--- src/rtl/led_pkg.sv ---
// ---------------------------------------------------------------------------
// led_pkg
// Shared definitions for the LED brightness sequencer:
//   - LED_LVL_W / LED_LVL_MAX : level and dutycycle width and full-scale value
//   - led_state_e             : breathe-profile sequencer states
//   - led_sat_add / led_sat_sub : clamped level arithmetic used by the ramps
// ---------------------------------------------------------------------------
package led_pkg;

    localparam int LED_LVL_W = 11;
    localparam logic [LED_LVL_W-1:0] LED_LVL_MAX = 11'h7FF;

    typedef enum logic [2:0] {
        IDLE      = 3'd0,
        RAMP_UP   = 3'd1,
        HOLD_HI   = 3'd2,
        RAMP_DOWN = 3'd3,
        HOLD_LO   = 3'd4
    } led_state_e;

    // Level + step evaluated one bit wider, then clamped to full scale.
    function automatic logic [LED_LVL_W-1:0] led_sat_add(
        input logic [LED_LVL_W-1:0] lvl,
        input logic [7:0]           inc
    );
        logic [LED_LVL_W:0] sum;
        sum = {1'b0, lvl} + {{(LED_LVL_W - 7){1'b0}}, inc};
        return sum[LED_LVL_W] ? LED_LVL_MAX : sum[LED_LVL_W-1:0];
    endfunction

    // Level - step, floored at zero instead of wrapping.
    function automatic logic [LED_LVL_W-1:0] led_sat_sub(
        input logic [LED_LVL_W-1:0] lvl,
        input logic [7:0]           dec
    );
        logic [LED_LVL_W-1:0] dec_ext;
        dec_ext = {{(LED_LVL_W - 8){1'b0}}, dec};
        return (lvl > dec_ext) ? (lvl - dec_ext) : '0;
    endfunction

endpackage

--- src/rtl/led_tick_gen.sv ---
// ---------------------------------------------------------------------------
// led_tick_gen
// Fade-tick prescaler. Counts 0..TICK_DIV-1 while enabled and is held at 0
// while disabled, so the first tick lands exactly TICK_DIV cycles after the
// enable rises.
// Ports:
//   clk      in  clock
//   rst      in  synchronous reset, active-high (clears the count)
//   en_i     in  count enable (sequencer busy)
//   tick_o   out one-cycle pulse when the count reaches TICK_DIV-1
// ---------------------------------------------------------------------------
module led_tick_gen #(
    parameter int unsigned TICK_DIV = 50000
) (
    input  logic clk,
    input  logic rst,
    input  logic en_i,
    output logic tick_o
);

    localparam int CNT_W = (TICK_DIV > 1) ? $clog2(TICK_DIV) : 1;
    localparam logic [CNT_W-1:0] CNT_LAST = CNT_W'(TICK_DIV - 1);

    logic [CNT_W-1:0] cnt_q;
    logic [CNT_W-1:0] cnt_d;

    always_comb begin
        cnt_d = cnt_q + 1'b1;
        if (!en_i || (cnt_q == CNT_LAST)) begin
            cnt_d = '0;
        end
    end

    always_ff @(posedge clk) begin
        if (rst) begin
            cnt_q <= '0;
        end else begin
            cnt_q <= cnt_d;
        end
    end

    assign tick_o = en_i && (cnt_q == CNT_LAST);

endmodule

--- src/rtl/led_fade_ctrl.sv ---
// ---------------------------------------------------------------------------
// led_fade_ctrl
// Breathe-profile brightness sequencer driving the LED pwm stage:
// ramp up -> hold bright -> ramp down -> hold dark, repeating until stopped.
// The pwm output is high while its counter >= dutycycle, so this block drives
// dutycycle = 2047 - map(level): a falling dutycycle means a brighter LED.
//
// Build option: LED_FADE_GAMMA_EN
//   defined   : map(l) = (l*l) >> 11 (perceptual fade); the squaring is
//               registered so dutycycle trails level by two cycles.
//   undefined : map(l) = l (linear fade); dutycycle trails level by one cycle.
//   Sequencer, level, busy and cycle_done timing are the same in both builds.
//
// Ports:
//   clk         in   clock
//   rst         in   synchronous reset, active-high; aborts any sequence
//   start       in   1-cycle pulse, accepted only in IDLE
//   stop        in   1-cycle pulse, graceful stop at the end of the period
//   step[7:0]   in   level increment per tick (0 behaves as 1), latched on start
//   hold_ticks  in   extra ticks in each hold state, latched on start
//   busy        out  high in every state except IDLE
//   level       out  current linear brightness (0 dark .. 2047 full)
//   pwm_en      out  pwm enable, identical to busy
//   dutycycle   out  pwm dutycycle
//   cycle_done  out  1-cycle pulse when HOLD_LO finishes
// ---------------------------------------------------------------------------
module led_fade_ctrl
    import led_pkg::*;
#(
    parameter int unsigned TICK_DIV = 50000,
    parameter int          LVL_W    = LED_LVL_W
) (
    input  logic             clk,
    input  logic             rst,
    input  logic             start,
    input  logic             stop,
    input  logic [7:0]       step,
    input  logic [7:0]       hold_ticks,
    output logic             busy,
    output logic [LVL_W-1:0] level,
    output logic             pwm_en,
    output logic [LVL_W-1:0] dutycycle,
    output logic             cycle_done
);

    led_state_e       state_q;
    logic [LVL_W-1:0] level_q;
    logic [7:0]       hcnt_q;
    logic [7:0]       step_q;
    logic [7:0]       hold_q;
    logic             stop_pend_q;
    logic             busy_q;
    logic             pwm_en_q;
    logic             cycle_done_q;
    logic [LVL_W-1:0] duty_q;

    logic             tick;
    logic [LVL_W-1:0] level_up_d;
    logic [LVL_W-1:0] level_dn_d;

    led_tick_gen #(
        .TICK_DIV (TICK_DIV)
    ) u_tick_gen (
        .clk    (clk),
        .rst    (rst),
        .en_i   (busy_q),
        .tick_o (tick)
    );

    assign level_up_d = led_sat_add(level_q, step_q);
    assign level_dn_d = led_sat_sub(level_q, step_q);

    // Sequencer. Apart from leaving IDLE, every transition waits for a tick.
    always_ff @(posedge clk) begin
        if (rst) begin
            state_q      <= IDLE;
            level_q      <= '0;
            hcnt_q       <= '0;
            step_q       <= 8'd1;
            hold_q       <= '0;
            stop_pend_q  <= 1'b0;
            busy_q       <= 1'b0;
            pwm_en_q     <= 1'b0;
            cycle_done_q <= 1'b0;
        end else begin
            cycle_done_q <= 1'b0;
            if (stop && (state_q != IDLE)) begin
                stop_pend_q <= 1'b1;
            end

            case (state_q)
                IDLE: begin
                    if (start) begin
                        state_q     <= RAMP_UP;
                        level_q     <= '0;
                        step_q      <= (step == 8'd0) ? 8'd1 : step;
                        hold_q      <= hold_ticks;
                        // A stop arriving with the start limits the run to one period.
                        stop_pend_q <= stop;
                        busy_q      <= 1'b1;
                        pwm_en_q    <= 1'b1;
                    end
                end

                RAMP_UP: begin
                    if (tick) begin
                        level_q <= level_up_d;
                        if (level_up_d == LED_LVL_MAX) begin
                            state_q <= HOLD_HI;
                            hcnt_q  <= hold_q;
                        end
                    end
                end

                HOLD_HI: begin
                    if (tick) begin
                        if (hcnt_q == 8'd0) begin
                            state_q <= RAMP_DOWN;
                        end else begin
                            hcnt_q <= hcnt_q - 8'd1;
                        end
                    end
                end

                RAMP_DOWN: begin
                    if (tick) begin
                        level_q <= level_dn_d;
                        if (level_dn_d == '0) begin
                            state_q <= HOLD_LO;
                            hcnt_q  <= hold_q;
                        end
                    end
                end

                HOLD_LO: begin
                    if (tick) begin
                        if (hcnt_q == 8'd0) begin
                            cycle_done_q <= 1'b1;
                            // A stop landing on the final tick still ends this period.
                            if (stop_pend_q || stop) begin
                                state_q     <= IDLE;
                                stop_pend_q <= 1'b0;
                                busy_q      <= 1'b0;
                                pwm_en_q    <= 1'b0;
                            end else begin
                                state_q <= RAMP_UP;
                            end
                        end else begin
                            hcnt_q <= hcnt_q - 8'd1;
                        end
                    end
                end

                default: begin
                    state_q     <= IDLE;
                    level_q     <= '0;
                    stop_pend_q <= 1'b0;
                    busy_q      <= 1'b0;
                    pwm_en_q    <= 1'b0;
                end
            endcase
        end
    end

`ifdef LED_FADE_GAMMA_EN
    // Square the level and keep bits [21:11]; the product is registered
    // before the dutycycle subtraction, giving a two-cycle lag.
    logic [2*LVL_W-1:0] sq_full;
    logic [LVL_W-1:0]   map_d;
    logic [LVL_W-1:0]   map_q;

    assign sq_full = {{LVL_W{1'b0}}, level_q} * {{LVL_W{1'b0}}, level_q};
    assign map_d   = LVL_W'(sq_full >> LVL_W);

    always_ff @(posedge clk) begin
        if (rst) begin
            map_q  <= '0;
            duty_q <= LED_LVL_MAX;
        end else begin
            map_q  <= map_d;
            duty_q <= LED_LVL_MAX - map_q;
        end
    end
`else
    always_ff @(posedge clk) begin
        if (rst) begin
            duty_q <= LED_LVL_MAX;
        end else begin
            duty_q <= LED_LVL_MAX - level_q;
        end
    end
`endif

    assign busy       = busy_q;
    assign pwm_en     = pwm_en_q;
    assign level      = level_q;
    assign dutycycle  = duty_q;
    assign cycle_done = cycle_done_q;

endmodule

--- config.mk ---
export PLATFORM = sky130hd
export DESIGN_NAME = led_fade_ctrl
export DESIGN_NICKNAME = d
export VERILOG_FILES = /design/src/rtl/led_pkg.sv /design/src/rtl/led_tick_gen.sv /design/src/rtl/led_fade_ctrl.sv
export SDC_FILE = /design/constraint.sdc
export NUM_CORES = 1
export LEC_CHECK = 0
export BUFFER_PORTS_ARGS = -buffer_cell sky130_fd_sc_hd__clkbuf_2
export CAP_MARGIN = 15
export CORE_ASPECT_RATIO = 0.8
export CORE_UTILIZATION = 40
export DETAILED_ROUTE_END_ITERATION = 10
export PLACE_DENSITY = 0.66
export SYNTH_ARGS = -nofsm -noshare
export SYNTH_HDL_FRONTEND = slang
export SYNTH_SLANG_ARGS = --single-unit
--- constraint.sdc ---
create_clock -name clk -period 3.2 [get_ports clk]
set_input_delay 0.32 -clock clk [delete_from_list [all_inputs] [get_ports clk]]
set_output_delay 0.32 -clock clk [all_outputs]
set_load 0.1 [all_outputs]
==> results of run 1 <==
how the worst max path moves through the flow:
stage / from / endpoint / depth (start not counted)
after floorplan: level[5]$_SDFFE_PP0P_ / hcnt_q[2]$_SDFFE_PP0P_ / 10
after CTS: level[0]$_SDFFE_PP0P_ / hcnt_q[1]$_SDFFE_PP0P_ / 12
final: level[0]$_SDFFE_PP0P_ / hcnt_q[0]$_SDFFE_PP0P_ / 11
after global placement: level[0]$_SDFFE_PP0P_ / hcnt_q[1]$_SDFFE_PP0P_ / 12
after global routing: step_q[5]$_SDFFE_PP0P_ / hcnt_q[6]$_SDFFE_PP0P_ / 10
after detailed placement: level[0]$_SDFFE_PP0P_ / hcnt_q[1]$_SDFFE_PP0P_ / 12
cell families after synthesis:
family	count (synthesis)
AND/OR/NAND/NOR	212
adder cells (fa/ha/maj)	21
flip-flops	68
buffers and inverters	49
multiplexers	3
XOR/XNOR	25
AO/OA/AOI/OAI	133
per-layer routing:
layer  track usage  vias up  share of wire
li1              -     1930              -
met1         0.313     1825           0.48
met2         0.302      187           0.42
met4        0.0694        0          0.019
met3        0.0460       25          0.084
met5             0        -              0
Yosys cell counts, types with 6 or more instances:
master	instances
and3_1	8
ha_1	19
inv_1	25
nand3_1	18
clkbuf_1	10
o211ai_1	6
o21ai_0	16
nor2b_1	9
or2_2	6
a21oi_1	48
nor2_1	49
nand2_1	69
nor3_1	9
xnor2_1	14
a21o_1	6
xor2_1	11
dfxtp_1	68
o22ai_1	7
registers in the layout, summed over array words and instances (netlist names):
| signal | flops |
|---|---|
| pwm_en | 1 |
| hold_q | 8 |
| dutycycle | 11 |
| state_q | 3 |
| step_q | 8 |
| hcnt_q | 8 |
| level | 11 |
| u_tick_gen.cnt_q | 16 |
| cycle_done | 1 |
| stop_pend_q | 1 |
cell type report:
cell class / count / area [um^2] / share of cell area
Sequential cell: 68 / 1370 / 0.280
Multi-Input combinational cell: 395 / 2590 / 0.529
Tap cell: 136 / 170 / 0.0347
Clock buffer: 12 / 256 / 0.0523
Clock inverter: 4 / 47.5 / 0.00970
Inverter: 25 / 93.8 / 0.0192
Timing Repair Buffer: 64 / 370 / 0.0756
per-stage QoR:
stage,util,cells
6_report,0.497,704
5_1_grt,0.497,704
4_1_cts,0.490,702
3_5_place_dp,0.459,686
3_3_place_gp,0.459,686
2_1_floorplan,-,511
worst min-delay path, cell delays in order:
cell	delay (ns)
clkbuf_2	0.08
nand2_1	0.04
a21oi_1	0.05
where the power goes:
part	switching [W]	leakage, nW	internal [W]	total (W)
Combinational	0.000563	1.24	0.000305	0.000868
Clock	0.000370	0.149	0.000643	0.00101
Sequential	0.0000672	0.555	0.000904	0.000971
Total	0.00100	1.95	0.00185	0.00285
timing repair:
action | 4_1_cts | 5_1_grt
endpoints found under the hold margin | 0 | 0
setup buffers | 0 | 1
gates resized for setup | 0 | 13
hold buffers | 0 | 0
endpoints found under the setup margin | 0 | 11
==> metrics, run 1 <==
largest area contributor in the netlist dfxtp_1; clk_lat worst skew 0.34 ns; CP top delay family compound AO/OA/AOI/OAI gates; vias in the first global route 3447; hold path depth 3; largest family of logic cells by synthesized area simple AND/OR/NAND/NOR gates; Peak Freq 329 MHz; worst vdd ir 0.360 mV; slowest CP cell fa_2; initial drt markers 325; Max Fanout on Critical Path 7; number of diodes 0; reg2reg path depth 11; Power Total 0.00285 W; 1st-pass router iterations 5; total grt overflow 0; Final Max Slew Viols 0; worst min-delay path class in2reg; total number of vias 3967; period utilization 0.948; hold worst-path end hold_q[4]$_SDFFE_PP0P_; adder-cell share of the synthesized area 0.0670; critical hold path startpoint hold_ticks[4]; final setup fails 0; most frequent cells in the layout nand2_1 (69), dfxtp_1 (62), nor2_1 (49); syn nets 552; IO Port Bufs 44; WHS 0.202 ns; DR WL/cell 16.0 um; die area 0.0108 mm^2; register area share after synthesis 0.328; core area 0.00985 mm^2; site row count 32; Net count, final 604; status completed; IO Pins 45; Synth top area share 0.328; total length of routed wires 11200 um; total leakage power 1.95 nW; proportion of layout cells with a drive suffix above 1 0.215; max-cap violation count 0; Critical Path AT 3.26 ns; CTS tree built; reg2reg start level[0]$_SDFFE_PP0P_; DRC viols 0; CTS clk-pin slew, worst paths 0.06 ns; CP bufs+invs 2; top cells by area, synth dfxtp_1 (33%), nand2_1 (6.2%), a21oi_1 (5.8%), ha_1 (5.7%), nor2_1 (4.4%); pre-CTS WS 0.0477 ns; CP Launch Type flip-flop; Post-Synth Simple-Gate Area 0.263; Setup Total Neg Slack 0 ns; RePlAce Congestion 0.928; Finished Cell Area 0.00490 mm^2; Crit. End Element flip-flop; Die X 116 um; fraction of registers with async set/reset 0; Setup Skew 0.00906 ns; CP Class reg2reg; Root Driver clkbuf_16; Compound-Gate Fraction of Synth Area 0.218; largest net degree at the start of global routing 29; worst-margin pin slew 0.674 ns; Synth Instances 511; Synth Flop Type dfxtp_1; DRT antenna net count 0; min Tclk post-route 3.03 ns; cells along the critical path inv_1 > ha_2 > inv_2 > fa_2 > or3b_4 > a2111oi_4 > o21ai_1 > nor4_2 > o2111ai_2 > o221a_4 > o311a_1; Area Overhead vs Synth 18.2%; Required @ worst endpoint 3.43 ns; XOR/XNOR Fraction of Synth Area 0.0528; Synth Cell Area 0.00415 mm^2; initial antenna violation count 0; synthesized flop and latch total 68; most common cell after layout, fill and taps aside nand2_1; multiplexer area fraction after synthesis 0.00754; Netlist cell types 77; CTS buffer count 9; CTS HTree Levels 3; Starting Density 0.421; post-DP HPWL 7960 um; CP peak stage delay 0.45 ns; Avg Synthesized Cell Area 8.11 um^2; first-pass GRT wire length 17500 um; vias per std cell 5.63; Final Hold Violating Endpoints 0; CTS Sinks 68; RR Endpoint hcnt_q[0]$_SDFFE_PP0P_; number of flops mapped to enable cells by yosys 0; Power Density 582 mW/mm^2; clock buffer depth 2; R2R setup slack 0.17 ns; slew margin rel. 0.551; Total Routing Usage GR 0.212; setup slack after layout 0.165 ns; YS warnings 0; placed inst area 0.00452 mm^2; Fillers 981; overall die height 93.1 um
Power figures use the tool's default switching activity.
==> inputs of run 2 (changes only) <==
HOLD_SLACK_MARGIN = 0.12   (was not set)
PLACE_DENSITY = 0.56   (was 0.66)
==> run 2 against run 1 <==
Net effect:
- final cell count is 0.43% higher
- clock skew is 0.0023 ns lower
- flip-flop and latch count stayed put
- setup slack worse by 0.048 ns
- die area stayed put
- count of clock-buffer cells in the layout stayed put
- combinational power is 2.3% higher
- largest power group unchanged
==> metrics, run 2 (synthesis results as in run 1) <==
status completed; period utilization 0.963 (+0.0151); Crit. End Element flip-flop; reg2reg start step_q[0]$_SDFFE_PP1P_; most frequent cells in the layout nand2_1 (68), dfxtp_1 (62), nor2_1 (49); Non-Filler Instances 707 (+0.43%); placed inst area 0.00454 mm^2 (+0.33%); WHS 0.211 ns (+0.00861 ns); reg2reg path depth 11 (unchanged); CP Launch Type flip-flop; pre-CTS WS -0.0129 ns (-0.0606 ns); total grt overflow 0 (unchanged); Root Driver clkbuf_16; Net count, final 607 (+0.50%); RR Endpoint hcnt_q[2]$_SDFFE_PP0P_; DRC viols 0 (unchanged); initial drt markers 218 (-33%); hold path depth 3 (unchanged); Power Density 576 mW/mm^2 (-1.0%); met3 Use GR 0.0389 (-0.00713); IO Pins 45 (unchanged); critical hold path startpoint hold_ticks[2]; CTS buffer count 9 (unchanged); met2 Usage GRT 0.314 (+0.0124); CP Class reg2reg; Area Overhead vs Synth 19.7%; most common cell after layout, fill and taps aside nand2_1; slowest CP cell fa_1; Peak Freq 324 MHz (-1.6%); Required @ worst endpoint 3.44 ns (about the same); CTS tree built; R2R setup slack 0.12 ns (-0.05 ns); Die X 116 um (unchanged); DRT antenna net count 0 (unchanged); Setup Total Neg Slack 0 ns (unchanged); die area 0.0108 mm^2 (unchanged); worst min-delay path class in2reg; CP top delay family compound AO/OA/AOI/OAI gates; post-DP HPWL 8120 um (+1.9%); Largest Register u_tick_gen.cnt_q; overall die height 93.1 um (unchanged); CTS clk-pin slew, worst paths 0.05 ns (about the same); Critical Path AT 3.32 ns (+0.06 ns); worst vdd ir 0.359 mV (-0.45%); hold worst-path end hold_q[2]$_SDFFE_PP0P_; clk_lat worst skew 0.33 ns (about the same); IO Port Bufs 44 (unchanged); proportion of layout cells with a drive suffix above 1 0.222 (+0.00763); Max Fanout on Critical Path 6 (-1); CP peak stage delay 0.49 ns (+0.04 ns); DR WL/cell 16.0 um (about the same); number of diodes 0 (unchanged); max-cap violation count 0 (unchanged); Starting Density 0.421 (unchanged); Total Routing Usage GR 0.216 (+0.00358); Setup Skew 0.00680 ns (-0.00226 ns); core area 0.00985 mm^2 (unchanged); final setup fails 0 (unchanged); RePlAce Congestion 0.871 (-6.2%); total leakage power 2.00 nW (+2.8%); Final Hold Violating Endpoints 0 (unchanged); met1 Usage GRT 0.318 (+0.00446); 1st-pass router iterations 4 (-1); Fillers 969 (-1.2%); clock buffer depth 2 (unchanged); total length of routed wires 11300 um (+0.41%); initial antenna violation count 0 (unchanged); site row count 32 (unchanged); cells along the critical path ha_4 > inv_1 > fa_1 > or3b_4 > a2111oi_4 > o21ai_1 > nor4_2 > o2111ai_2 > o221a_4 > buf_6 > o31ai_1; largest net degree at the start of global routing 27 (-6.9%); Final Max Slew Viols 0 (unchanged); Largest register FFs 16 (unchanged); setup slack after layout 0.117 ns (-0.0482 ns); Finished Cell Area 0.00496 mm^2 (+1.3%); CP bufs+invs 2 (unchanged); first-pass GRT wire length 18200 um (+4.0%); min Tclk post-route 3.08 ns (+0.0482 ns); vias per std cell 5.53 (-1.9%); busiest grt layer met1; CTS Sinks 68 (unchanged); cts-stage hold buffer count 0 (unchanged); slew margin rel. 0.551 (about the same); vias in the first global route 3681 (+6.8%); worst-margin pin slew 0.671 ns (-0.00268 ns); Placed Instances 688 (+0.29%); total number of vias 3908 (-1.5%); CTS HTree Levels 3 (unchanged)
-- run 2: power by group --
part           internal, W  leakage [nW]  switching [W]
clock network     0.000643         0.153       0.000356
logic             0.000314          1.29       0.000574
registers         0.000904         0.555      0.0000686
total              0.00186          2.00       0.000999
-- run 2: worst max-delay path by stage --
stage / from / end / slack [ns] / cells after the start
after CTS: level[0]$_SDFFE_PP0P_ / hcnt_q[1]$_SDFFE_PP0P_ / 0.06 / 12
after global routing: step_q[0]$_SDFFE_PP1P_ / hcnt_q[2]$_SDFFE_PP0P_ / -0.04 / 11
final: step_q[0]$_SDFFE_PP1P_ / hcnt_q[2]$_SDFFE_PP0P_ / 0.12 / 11
after floorplan: level[5]$_SDFFE_PP0P_ / hcnt_q[2]$_SDFFE_PP0P_ / 0.01 / 10
after global placement: level[0]$_SDFFE_PP0P_ / hcnt_q[1]$_SDFFE_PP0P_ / 0.05 / 12
after detailed placement: level[0]$_SDFFE_PP0P_ / hcnt_q[1]$_SDFFE_PP0P_ / -0.01 / 12
-- run 2: layer usage --
layer | share of wire | vias up
met5 | 0 | -
met4 | 0.015 | 0
met3 | 0.057 | 14
met2 | 0.42 | 127
met1 | 0.51 | 1835
li1 | - | 1932
-- run 2: worst register-to-register path: stages (launching register included) --
cell and delay (ns):
dfxtp_1 0.40, ha_4 0.15, inv_1 0.05, fa_1 0.49, or3b_4 0.43, a2111oi_4 0.17, o21ai_1 0.11, nor4_2 0.38
o2111ai_2 0.23, o221a_4 0.21, buf_6 0.15, o31ai_1 0.21
-- run 2: through the flow --
stage,total power [W],utilization
after CTS,0.00284,0.492
after global placement,0.00183,0.461
after floorplan,0.00161,-
after global routing,0.00302,0.504
final,0.00286,0.504
after detailed placement,0.00182,0.461
-- run 2: area by class of cell --
type                    instances  area (um^2)  share of cell area
multi-input cells             395         2630               0.530
flip-flops and latches         68         1370               0.276
repair buffers                 67          397              0.0799
clock buffers                  12          256              0.0517
well taps                     136          170              0.0343
inverters                      25         93.8              0.0189
clock inverters                 4         46.3             0.00933
-- run 2: what timing repair did --
action / 4_1_cts / 5_1_grt
cloned: 0 / 1
endpoints found under the setup margin: 2 / 10
gates resized for setup: 1 / 18
buffers inserted: 0 / 2
pin swaps: 0 / 7
